## src/rtl/tff_count_ctrl_pkg.sv

```systemverilog
// Shared types and toggle-vector rule for the T flip-flop count controller.
//   state_t      : controller FSM states
//   UP / DOWN    : values of the dir input
//   next_toggle(): toggle vector plus terminal-count flag for one count step
package tff_count_ctrl_pkg;

    // Widest bank the toggle function supports; callers zero-extend q into it.
    localparam int unsigned MAX_W = 16;

    typedef enum logic [1:0] {
        CLEAR = 2'd0,
        IDLE  = 2'd1,
        RUN   = 2'd2
    } state_t;

    localparam logic UP   = 1'b0;
    localparam logic DOWN = 1'b1;

    typedef struct packed {
        logic             tc;
        logic [MAX_W-1:0] t;
    } toggle_t;

    // Toggle vector that moves the bank one step modulo `modulus`.
    // Out-of-range q (power-up garbage) is forced onto 0 (up) or modulus-1 (down).
    function automatic toggle_t next_toggle(input logic [MAX_W-1:0] q,
                                            input logic             dir,
                                            input int unsigned      modulus);
        toggle_t          r;
        logic [MAX_W-1:0] last;
        logic             chain;
        r     = '0;
        last  = MAX_W'(modulus - 1);
        chain = 1'b1;
        if (dir == UP) begin
            if (32'(q) >= modulus - 1) begin
                r.t  = q;
                r.tc = 1'b1;
            end else begin
                for (int unsigned i = 0; i < MAX_W; i++) begin
                    r.t[i] = chain;
                    chain  = chain & q[i];
                end
            end
        end else begin
            if ((q == '0) || (32'(q) >= modulus)) begin
                r.t  = q ^ last;
                r.tc = 1'b1;
            end else begin
                for (int unsigned i = 0; i < MAX_W; i++) begin
                    r.t[i] = chain;
                    chain  = chain & ~q[i];
                end
            end
        end
        return r;
    endfunction

endpackage

```

## src/rtl/tff_count_ctrl_if.sv

```systemverilog
// Operator inputs, bank feedback and bank control outputs of the controller.
//   slave  : controller side (buttons, dir, q_fb in; t, ld, running, tc out)
//   master : environment side (opposite directions)
interface tff_count_ctrl_if #(
    parameter int unsigned WIDTH = 4
);
    logic             btn_run;
    logic             btn_clr;
    logic             dir;
    logic [WIDTH-1:0] q_fb;
    logic [WIDTH-1:0] t;
    logic             ld;
    logic             running;
    logic             tc;

    modport slave (
        input  btn_run, btn_clr, dir, q_fb,
        output t, ld, running, tc
    );

    modport master (
        output btn_run, btn_clr, dir, q_fb,
        input  t, ld, running, tc
    );
endinterface

```

## src/rtl/tff_count_ctrl_btn_debounce.sv

```systemverilog
// Button conditioner: 2-flop synchronizer, stability counter, rising-edge pulse.
//   clk, rst : clock, async active-high reset
//   raw      : asynchronous button level
//   press    : one-cycle pulse when the accepted level rises
module tff_count_ctrl_btn_debounce #(
    parameter int unsigned DEBOUNCE = 3
) (
    input  logic clk,
    input  logic rst,
    input  logic raw,
    output logic press
);
    localparam int unsigned CW = (DEBOUNCE > 1) ? $clog2(DEBOUNCE + 1) : 1;

    logic [1:0]    sync_q;
    logic          stable_q;
    logic [CW-1:0] cnt_q;

    // The accepted level flips on the DEBOUNCE-th consecutive differing sample.
    always_ff @(posedge clk or posedge rst) begin
        if (rst) begin
            sync_q   <= '0;
            stable_q <= 1'b0;
            cnt_q    <= '0;
            press    <= 1'b0;
        end else begin
            sync_q <= {sync_q[0], raw};
            press  <= 1'b0;
            if (sync_q[1] == stable_q) begin
                cnt_q <= '0;
            end else if (cnt_q == CW'(DEBOUNCE - 1)) begin
                stable_q <= sync_q[1];
                cnt_q    <= '0;
                press    <= sync_q[1];
            end else begin
                cnt_q <= cnt_q + CW'(1);
            end
        end
    end
endmodule

```

## src/rtl/tff_count_ctrl.sv

```systemverilog
// Run/stop/clear controller for a bank of WIDTH T flip-flops counting modulo MODULUS.
//   clk, rst : clock, async active-high reset
//   bus      : btn_run, btn_clr, dir, q_fb in; t, ld, running, tc out (all registered)
module tff_count_ctrl
    import tff_count_ctrl_pkg::*;
#(
    parameter int unsigned WIDTH    = 4,
    parameter int unsigned MODULUS  = 10,
    parameter int unsigned PRESCALE = 4,
    parameter int unsigned DEBOUNCE = 3
) (
    input  logic              clk,
    input  logic              rst,
    tff_count_ctrl_if.slave   bus
);
    localparam int unsigned PW = $clog2(PRESCALE);

    state_t           state_q, state_d;
    logic [PW-1:0]    pre_q, pre_d;
    logic [1:0]       dir_sync_q;
    logic [WIDTH-1:0] t_q, t_d;
    logic             tc_q, tc_d;
    logic             ld_q;
    logic             running_q;
    logic             run_press;
    logic             clr_press;
    logic             tick;
    toggle_t          tg;

    tff_count_ctrl_btn_debounce #(.DEBOUNCE(DEBOUNCE)) u_run_db (
        .clk   (clk),
        .rst   (rst),
        .raw   (bus.btn_run),
        .press (run_press)
    );

    tff_count_ctrl_btn_debounce #(.DEBOUNCE(DEBOUNCE)) u_clr_db (
        .clk   (clk),
        .rst   (rst),
        .raw   (bus.btn_clr),
        .press (clr_press)
    );

    // State, prescaler and registered outputs.
    always_ff @(posedge clk or posedge rst) begin
        if (rst) begin
            state_q    <= CLEAR;
            pre_q      <= '0;
            dir_sync_q <= '0;
            t_q        <= '0;
            tc_q       <= 1'b0;
            ld_q       <= 1'b1;
            running_q  <= 1'b0;
        end else begin
            state_q    <= state_d;
            pre_q      <= pre_d;
            dir_sync_q <= {dir_sync_q[0], bus.dir};
            t_q        <= t_d;
            tc_q       <= tc_d;
            ld_q       <= (state_d == CLEAR);
            running_q  <= (state_d == RUN);
        end
    end

    // Next state, prescaler and toggle vector; clr wins over a simultaneous run press.
    always_comb begin
        state_d = state_q;
        pre_d   = '0;
        t_d     = '0;
        tc_d    = 1'b0;
        tg      = '0;
        tick    = (state_q == RUN) && (pre_q == PW'(PRESCALE - 1));

        unique case (state_q)
            CLEAR: state_d = IDLE;
            IDLE: begin
                if (clr_press)      state_d = CLEAR;
                else if (run_press) state_d = RUN;
            end
            RUN: begin
                if (clr_press)      state_d = CLEAR;
                else if (run_press) state_d = IDLE;
            end
            default: state_d = CLEAR;
        endcase

        // Prescaler restarts from 0 whenever RUN is entered or left.
        if ((state_q == RUN) && (state_d == RUN)) begin
            pre_d = tick ? '0 : pre_q + PW'(1);
        end

        // A tick on the edge that leaves RUN is dropped, so ld never meets a nonzero t.
        if (tick && (state_d == RUN)) begin
            tg   = next_toggle(MAX_W'(bus.q_fb), dir_sync_q[1], MODULUS);
            t_d  = WIDTH'(tg.t);
            tc_d = tg.tc;
        end
    end

    assign bus.t       = t_q;
    assign bus.tc      = tc_q;
    assign bus.ld      = ld_q;
    assign bus.running = running_q;
endmodule

```

## src/flat_wrapper.sv

```systemverilog
// flat-port wrapper written by rule: the top's interface ports become plain ports
module tff_count_ctrl_flat import tff_count_ctrl_pkg::*;
#(
    parameter int unsigned WIDTH    = 4,
    parameter int unsigned MODULUS  = 10,
    parameter int unsigned PRESCALE = 4,
    parameter int unsigned DEBOUNCE = 3
)
  (clk, rst, bus_btn_run, bus_btn_clr, bus_dir, bus_q_fb, bus_t, bus_ld, bus_running, bus_tc);
  tff_count_ctrl_if #(.WIDTH(WIDTH)) bus_i ();
  input  logic clk;
  input  logic rst;
  input wire logic [$bits(bus_i.btn_run)-1:0] bus_btn_run;
  input wire logic [$bits(bus_i.btn_clr)-1:0] bus_btn_clr;
  input wire logic [$bits(bus_i.dir)-1:0] bus_dir;
  input wire logic [$bits(bus_i.q_fb)-1:0] bus_q_fb;
  output wire logic [$bits(bus_i.t)-1:0] bus_t;
  output wire logic [$bits(bus_i.ld)-1:0] bus_ld;
  output wire logic [$bits(bus_i.running)-1:0] bus_running;
  output wire logic [$bits(bus_i.tc)-1:0] bus_tc;
  assign bus_i.btn_run = bus_btn_run;
  assign bus_i.btn_clr = bus_btn_clr;
  assign bus_i.dir = bus_dir;
  assign bus_i.q_fb = bus_q_fb;
  assign bus_t = bus_i.t;
  assign bus_ld = bus_i.ld;
  assign bus_running = bus_i.running;
  assign bus_tc = bus_i.tc;
  tff_count_ctrl #(.WIDTH(WIDTH), .MODULUS(MODULUS), .PRESCALE(PRESCALE), .DEBOUNCE(DEBOUNCE)) u_core (.clk(clk), .rst(rst), .bus(bus_i));
endmodule
```

## config.mk

```make
export PLATFORM = sky130hd
export DESIGN_NAME = tff_count_ctrl_flat
export DESIGN_NICKNAME = d
export VERILOG_FILES = /design/src/rtl/tff_count_ctrl_pkg.sv /design/src/rtl/tff_count_ctrl_if.sv /design/src/rtl/tff_count_ctrl_btn_debounce.sv /design/src/rtl/tff_count_ctrl.sv /design/src/flat_wrapper.sv
export SDC_FILE = /design/constraint.sdc
export NUM_CORES = 1
export LEC_CHECK = 0
export ABC_AREA = 1
export BUFFER_PORTS_ARGS = -buffer_cell sky130_fd_sc_hd__buf_2
export CAP_MARGIN = 0
export CORE_MARGIN = 1
export CORE_UTILIZATION = 57
export CTS_BUF_LIST = sky130_fd_sc_hd__clkbuf_4
export CTS_CLUSTER_SIZE = 25
export DETAILED_ROUTE_END_ITERATION = 7
export PLACE_DENSITY = 0.78
export SLEW_MARGIN = 20
export SYNTH_ARGS = -nofsm -noshare
export SYNTH_HDL_FRONTEND = slang
export SYNTH_SLANG_ARGS = --single-unit
export TNS_END_PERCENT = 100
```

## constraint.sdc

```tcl
create_clock -name clk -period 1.3 [get_ports clk]
set_input_delay 0.39 -clock clk [delete_from_list [all_inputs] [get_ports clk]]
set_output_delay 0.39 -clock clk [all_outputs]
set_load 0.005 [all_outputs]
```

==> Word-level counts from Yosys, hierarchy flattened <==
Cells that the tools add are included.
{ "totals": {"regBits": 25, "in_bits": 9, "output_inout_bits": 7, "word_cells": 72} }
{ "classes": {"n_addsub": 3, "order_cmp": 2, "n_eq_ne": 8, "muxes": 22, "n_bitwise": 13, "n_reduce_logical": 9} }
{ "op_table": {"columns": ["operator", "n"], "rows": [
  ["$mux 2", 10],
  ["$mux 17", 1],
  ["$mux 16", 1],
  ["$eq 2x2->1 const B", 5],
  ["$ge 4x4->1 const B", 2],
  ["$mux 1", 7],
  ["$add 2x1->2 const B", 3],
  ["$and 1x1->1", 6],
  ["$not 1->1", 6],
  ["$pmux 2 s3", 1],
  ["$mux 5", 1],
  ["$logic_not 2->1", 2],
  ["$logic_not 4->1", 1],
  ["$mux 4", 1],
  ["$reduce_and 2->1", 2],
  ["$logic_and 1x1->1", 3],
  ["$eq 1x1->1", 2],
  ["$eq 2x1->1 const B", 1],
  ["$not 2->2", 1],
  ["$logic_or 1x1->1", 1]
]} }

==> Longest topological paths before layout <==
{ "logic_depth": {"word_depth": 7, "depth_mapped": 8, "ltp_nobuf": 8} }

==> Cells and area by module <==
Synthesis repeated with hierarchy kept, for this count alone.
{ "unflattened": {"cells_unflattened": 114, "area_unflattened_um2": 1023.5} }
{ "modules_own_cells": {"columns": ["mod", "instances", "cells_per_inst", "area_each_um2", "seq_area_each_um2"], "rows": [
  ["tff_count_ctrl", 1, 68, 593.1, 326.6],
  ["tff_count_ctrl_btn_debounce", 2, 23, 215.2, 150.1]
]} }

==> Worst setup path after synthesis <==
OpenSTA, ideal clock, no wires.
{ "synth_timing": {"kind": "input port to flip-flop", "from": "input port bus_q_fb[1]", "to": "register u_core.t_q[1], in the netlist u_core.bus.t[1]", "setup_time_ps": 116, "arrival_ps": 932, "required_time_ps": 1184, "setup_slack_ps": 252, "path_stages": 8, "n_path_buf": 0, "cell_sequence": "nor2_2 > nand2_1 > nand2_1 > nand2_2 > nand2_1 > nand2_1 > nand2_1 > nand2_1"} }
{ "synth_between": {"elab_chain_cells": 5, "elab_cells_between_ends": 8, "classes_between": "order compare (2); mux (4); reduce/logical (2)"} }
{ "synth_lines": {"columns": ["item", "line", "source"], "rows": [
  ["start: declaration", "flat_wrapper.sv:16", "input wire logic [$bits(bus_i.q_fb)-1:0] bus_q_fb;"],
  ["$ge 4x4->1 / $logic_not 4->1 (equally long branches)", "tff_count_ctrl_pkg.sv:46", "if ((q == '0) || (32'(q) >= modulus)) begin"],
  ["$logic_or 1x1->1", "tff_count_ctrl_pkg.sv:46", null],
  ["$mux 16", "tff_count_ctrl_pkg.sv:46", null],
  ["$mux 17 (*)", "tff_count_ctrl_pkg.sv:35", "if (dir == UP) begin"],
  ["$mux 4 (*)", "tff_count_ctrl.sv:93", "if (tick && (state_d == RUN)) begin"],
  ["named net u_core.t_d[1]", "tff_count_ctrl.sv:21", "logic [WIDTH-1:0] t_q, t_d;"],
  ["end signal: assignment", "tff_count_ctrl.sv:58", "t_q <= t_d;"],
  ["end: declaration", "tff_count_ctrl.sv:21", null]
]} }
Mark *: on every way through the listed nets, which the timed path passes. The rest lies on a longest branch.
A chain may end at the register's enable or synchronous reset.

==> Final worst setup path <==
{ "layout_timing": {"from": "register u_core.ld_q, in the netlist u_core.bus.ld", "to": "output port bus_ld"} }
{ "layout_rtl": {"columns": ["item", "line", "source"], "rows": [
  ["start: declaration", "tff_count_ctrl.sv:23", "logic ld_q;"],
  ["start signal: assignment", "tff_count_ctrl.sv:60", "ld_q <= (state_d == CLEAR);"],
  ["end: declaration", "flat_wrapper.sv:18", "output wire logic [$bits(bus_i.ld)-1:0] bus_ld;"]
]} }
No word-level cell between the ends.

==> impl_summary.log <==
[metrics] Die X: 43.80 um
[metrics] Worst Max-Slew Pin Slew: 0.3534 ns
[metrics] worst path buffer plus inverter count: 1
[metrics] fraction of layout cells with a size suffix above 1: 21.77%
[metrics] number of nets at the end of the flow: 135
[metrics] via count of the first global-routing pass: 712
[metrics] global placer's final weighted congestion: 0.8553
[metrics] worst-case headroom to the max-slew limit: 76.42%
[metrics] worst clock skew on the final layout: 0.008155 ns
[metrics] first-pass iteration count of the detailed router: 8
[metrics] Post-Route Setup TNS: -0.02309 ns
[metrics] max-cap violation count: 0
[metrics] Final Max Slew Viols: 0
[metrics] number of warning messages in the yosys log: 0
[metrics] Overflow after GRT: 0
[metrics] WL per Instance: 10.64 um
[metrics] net count after synthesis: 114
[metrics] power per cell area: 1462 nW/um2
[metrics] Core Rows: 14
[metrics] Max Freq: 755.8 MHz
[metrics] clock tree from TritonCTS: done
[metrics] DR vias: 737
[metrics] combined area of all synthesized cells: 996.0 um2
[metrics] launch point of the worst path: u_core.bus.ld$_DFF_PP1_
[metrics] total internal power: 1.197 mW
[metrics] Final Hold Viols: 0
[metrics] num ports: 16
[metrics] share of power burned in the clock network: 20.8%
[metrics] area grow syn2layout: 15.20%
[metrics] worst-case clock buffer depth: 2
[metrics] sw frac: 28.65%
[metrics] hold slack final: 0.01075 ns
[metrics] startpoint of the worst-slack reg-to-reg timing path: u_core.pre_q[0]$_DFF_PP0_
[metrics] Iter 0 DRT Violations: 10
[metrics] CTS clk-pin slew, worst paths: 0.12 ns
[metrics] die height: 43.80 um
[metrics] number of antenna cells inserted: 0
[metrics] sinks on the clock net: 25
[metrics] area of the core region: 1577 um2
[metrics] setup repair after global routing missed its margin: yes
[metrics] die outline area: 1918 um2
[metrics] antenna-violating nets left: 0
[metrics] number of remaining DRC errors: 1
[metrics] initial antenna violation count: 0
[metrics] Tot Pwr: 1.678 mW
[metrics] family with the most delay on the worst path: flip-flops
[metrics] slowest CP cell: dfstp_2
[metrics] starting utilization of the core area: 63.17%
[metrics] cells along the critical path: buf_6
[metrics] Syn Inst Count: 104
[metrics] CP Data Required Time: 0.91 ns
[metrics] violations in the final reports: DRC, setup timing
[metrics] Finish-stage setup viols: 1
[metrics] post-CTS setup buffer count: 0
[metrics] hold buffer count at cts: 0
[metrics] critical path class: reg2out
[metrics] Switching Power: 0.4806 mW
[metrics] Leakage: 0.6096 nW
[metrics] peak ir drop on the vdd network: 0.001120 V
[metrics] maximum number of pins on one net before global-route repair: 18
[metrics] Post-DP HPWL: 1.188 mm
[metrics] wire length of the first global-routing pass: 2.760 mm
[metrics] crit path time final: 1.323 ns
[metrics] All-Layer GR Usage: 20.41%
[metrics] sequential area share after synthesis: 62.94%
[metrics] unique cell type count in the Yosys netlist: 19
[metrics] clock insertion delay at the later pin of the skew report: 0.31 ns
[metrics] Worst Path Arrival: 0.93 ns
[metrics] path type of the worst min-delay path: in2async
[metrics] maximum fanout along the worst path: 1
[metrics] flops & latches, synth: 25
[metrics] final worst path period share: 101.8%
[metrics] aggregate routed wire length: 1.490 mm
[metrics] number of buffers added by the clock tree synthesis step: 3
[metrics] crit path setup slack, layout: -0.02309 ns
[metrics] H-tree depth reported by CTS: 1
[metrics] outcome: finished with violations
[metrics] root buffer selected by CTS: clkbuf_4
[metrics] relative contribution of sequential cells to total power: 59.9%
[metrics] CP Launch Type: flip-flop
[metrics] mean cell area of the mapped netlist: 9.576 um2
[metrics] number of buffers inserted by port buffering: 15
[metrics] Post-Place Worst Slack: 0.02002 ns
[metrics] Via-to-Cell Ratio: 5.264
[metrics] element type at the critical path end: output pin
[metrics] combinational power share: 19.2%
[metrics] delay of the slowest cell on the worst path: 0.54 ns
flip-flops by register name, summed over array words and instances, names as in the netlist:
| name | count |
|---|---|
| u_core.bus.t | 4 |
| u_core.u_run_db.sync_q | 2 |
| u_core.state_q | 2 |
| u_core.dir_sync_q | 2 |
| u_core.u_clr_db.sync_q | 2 |
| u_core.pre_q | 2 |
| u_core.u_run_db.cnt_q | 2 |
| u_core.bus.tc | 1 |
| u_core.u_run_db.press | 1 |
| u_core.bus.ld | 1 |
| u_core.u_clr_db.press | 1 |
| u_core.u_run_db.stable_q | 1 |
| u_core.bus.running | 1 |
| u_core.u_clr_db.cnt_q | 2 |
| u_core.u_clr_db.stable_q | 1 |
synthesized netlist by cell type:
library cell	number	area share, %
a21oi_1	7	3.5
clkinv_1	1	0.38
dfrtp_1	24	60
dfstp_2	1	2.6
ha_1	1	1.3
inv_1	14	5.3
mux2_2	1	1.1
nand2_1	21	7.9
nand2_2	1	0.63
nand3_1	3	1.5
nand3_2	1	1.0
nand4_1	1	0.63
nor2_1	13	4.9
nor2_2	3	1.9
nor3_1	6	3.0
nor3b_1	1	0.75
o21ai_0	1	0.50
o21ai_1	2	1.0
xnor2_1	2	1.8
power by group through the flow:
stage / logic [mW] / clock network, mW / registers, mW
final: 0.323 / 0.349 / 1.01
after global routing: 0.368 / 0.397 / 1.03
after CTS: 0.318 / 0.362 / 1.00
after detailed placement: 0.317 / 0 / 1.02
after global placement: 0.299 / 0 / 1.01
after floorplan: 0.236 / 0 / 1.00
what timing repair did:
item                                    CTS  global route
endpoints found under the setup margin    1             1
pin swaps                                 0             0
resized for setup                         0             1
worst paths after layout:
kind	depth (start not counted)	to	slack, ns
max	1	bus_ld	-0.02
max reg2reg	5	u_core.bus.t[1]$_DFF_PP0_	0.20
min	2	u_core.bus.t[3]$_DFF_PP0_	0.01
min reg2reg	0	u_core.u_clr_db.sync_q[1]$_DFF_PP0_	0.37
max in group asynchronous	3	u_core.u_run_db.sync_q[0]$_DFF_PP0_	0.89
min in group clk	1	u_core.dir_sync_q[0]$_DFF_PP0_	0.17
layout by cell type (no fill, tap or decap), drive strengths merged:
master,synthesis,routed
dfrtp,24,24
ha,1,1
nand2,22,22
nand3,4,4
xnor2,2,2
clkbuf,0,4
a21oi,7,7
nor3,6,6
o21ai,3,3
dfstp,1,1
nor3b,1,1
nor2,16,16
mux2,1,1
buf,0,16
clkinv,1,1
nand4,1,1
inv,14,14
kinds of logic (layout without fill, tap and decap cells):
logic type,Yosys count,count (layout),share of synthesized area (%)
compound gates,10,10,5.024
fa+ha+maj,1,1,1.256
mux,1,1,1.131
buf+inv,15,35,5.653
flops,25,25,62.94
simple gates,50,50,22.24
xor+xnor,2,2,1.759
final cells by class:
type,count,area (um2)
flip-flops and latches,25,626.9
fillers,123,429.2
multi-input cells,64,312.8
repair buffers,16,101.3
inverters,15,56.30
clock buffers,4,30.03
well taps,16,20.02
layer usage:
layer / routed length [um] / vias to the layer above / share of wire, % / track usage, %
met5: 0 / - / 0 / 0
met4: 46 / 0 / 3.1 / 13.75
met3: 55 / 4 / 3.7 / 4.583
met2: 740 / 15 / 50 / 32.54
met1: 647 / 354 / 43 / 24.72
li1: - / 364 / - / -
stage by stage:
| step | area, um2 | instances | utilization (%) |
|---|---|---|---|
| final | 1147 | 140 | 72.78 |
| after global placement | 1111 | 136 | 70.48 |
| after global routing | 1147 | 140 | 72.78 |
| after detailed placement | 1111 | 136 | 70.48 |
| after floorplan | 996.0 | 104 | - |
| after CTS | 1141 | 140 | 72.38 |
(Power assumes the default switching activity.)
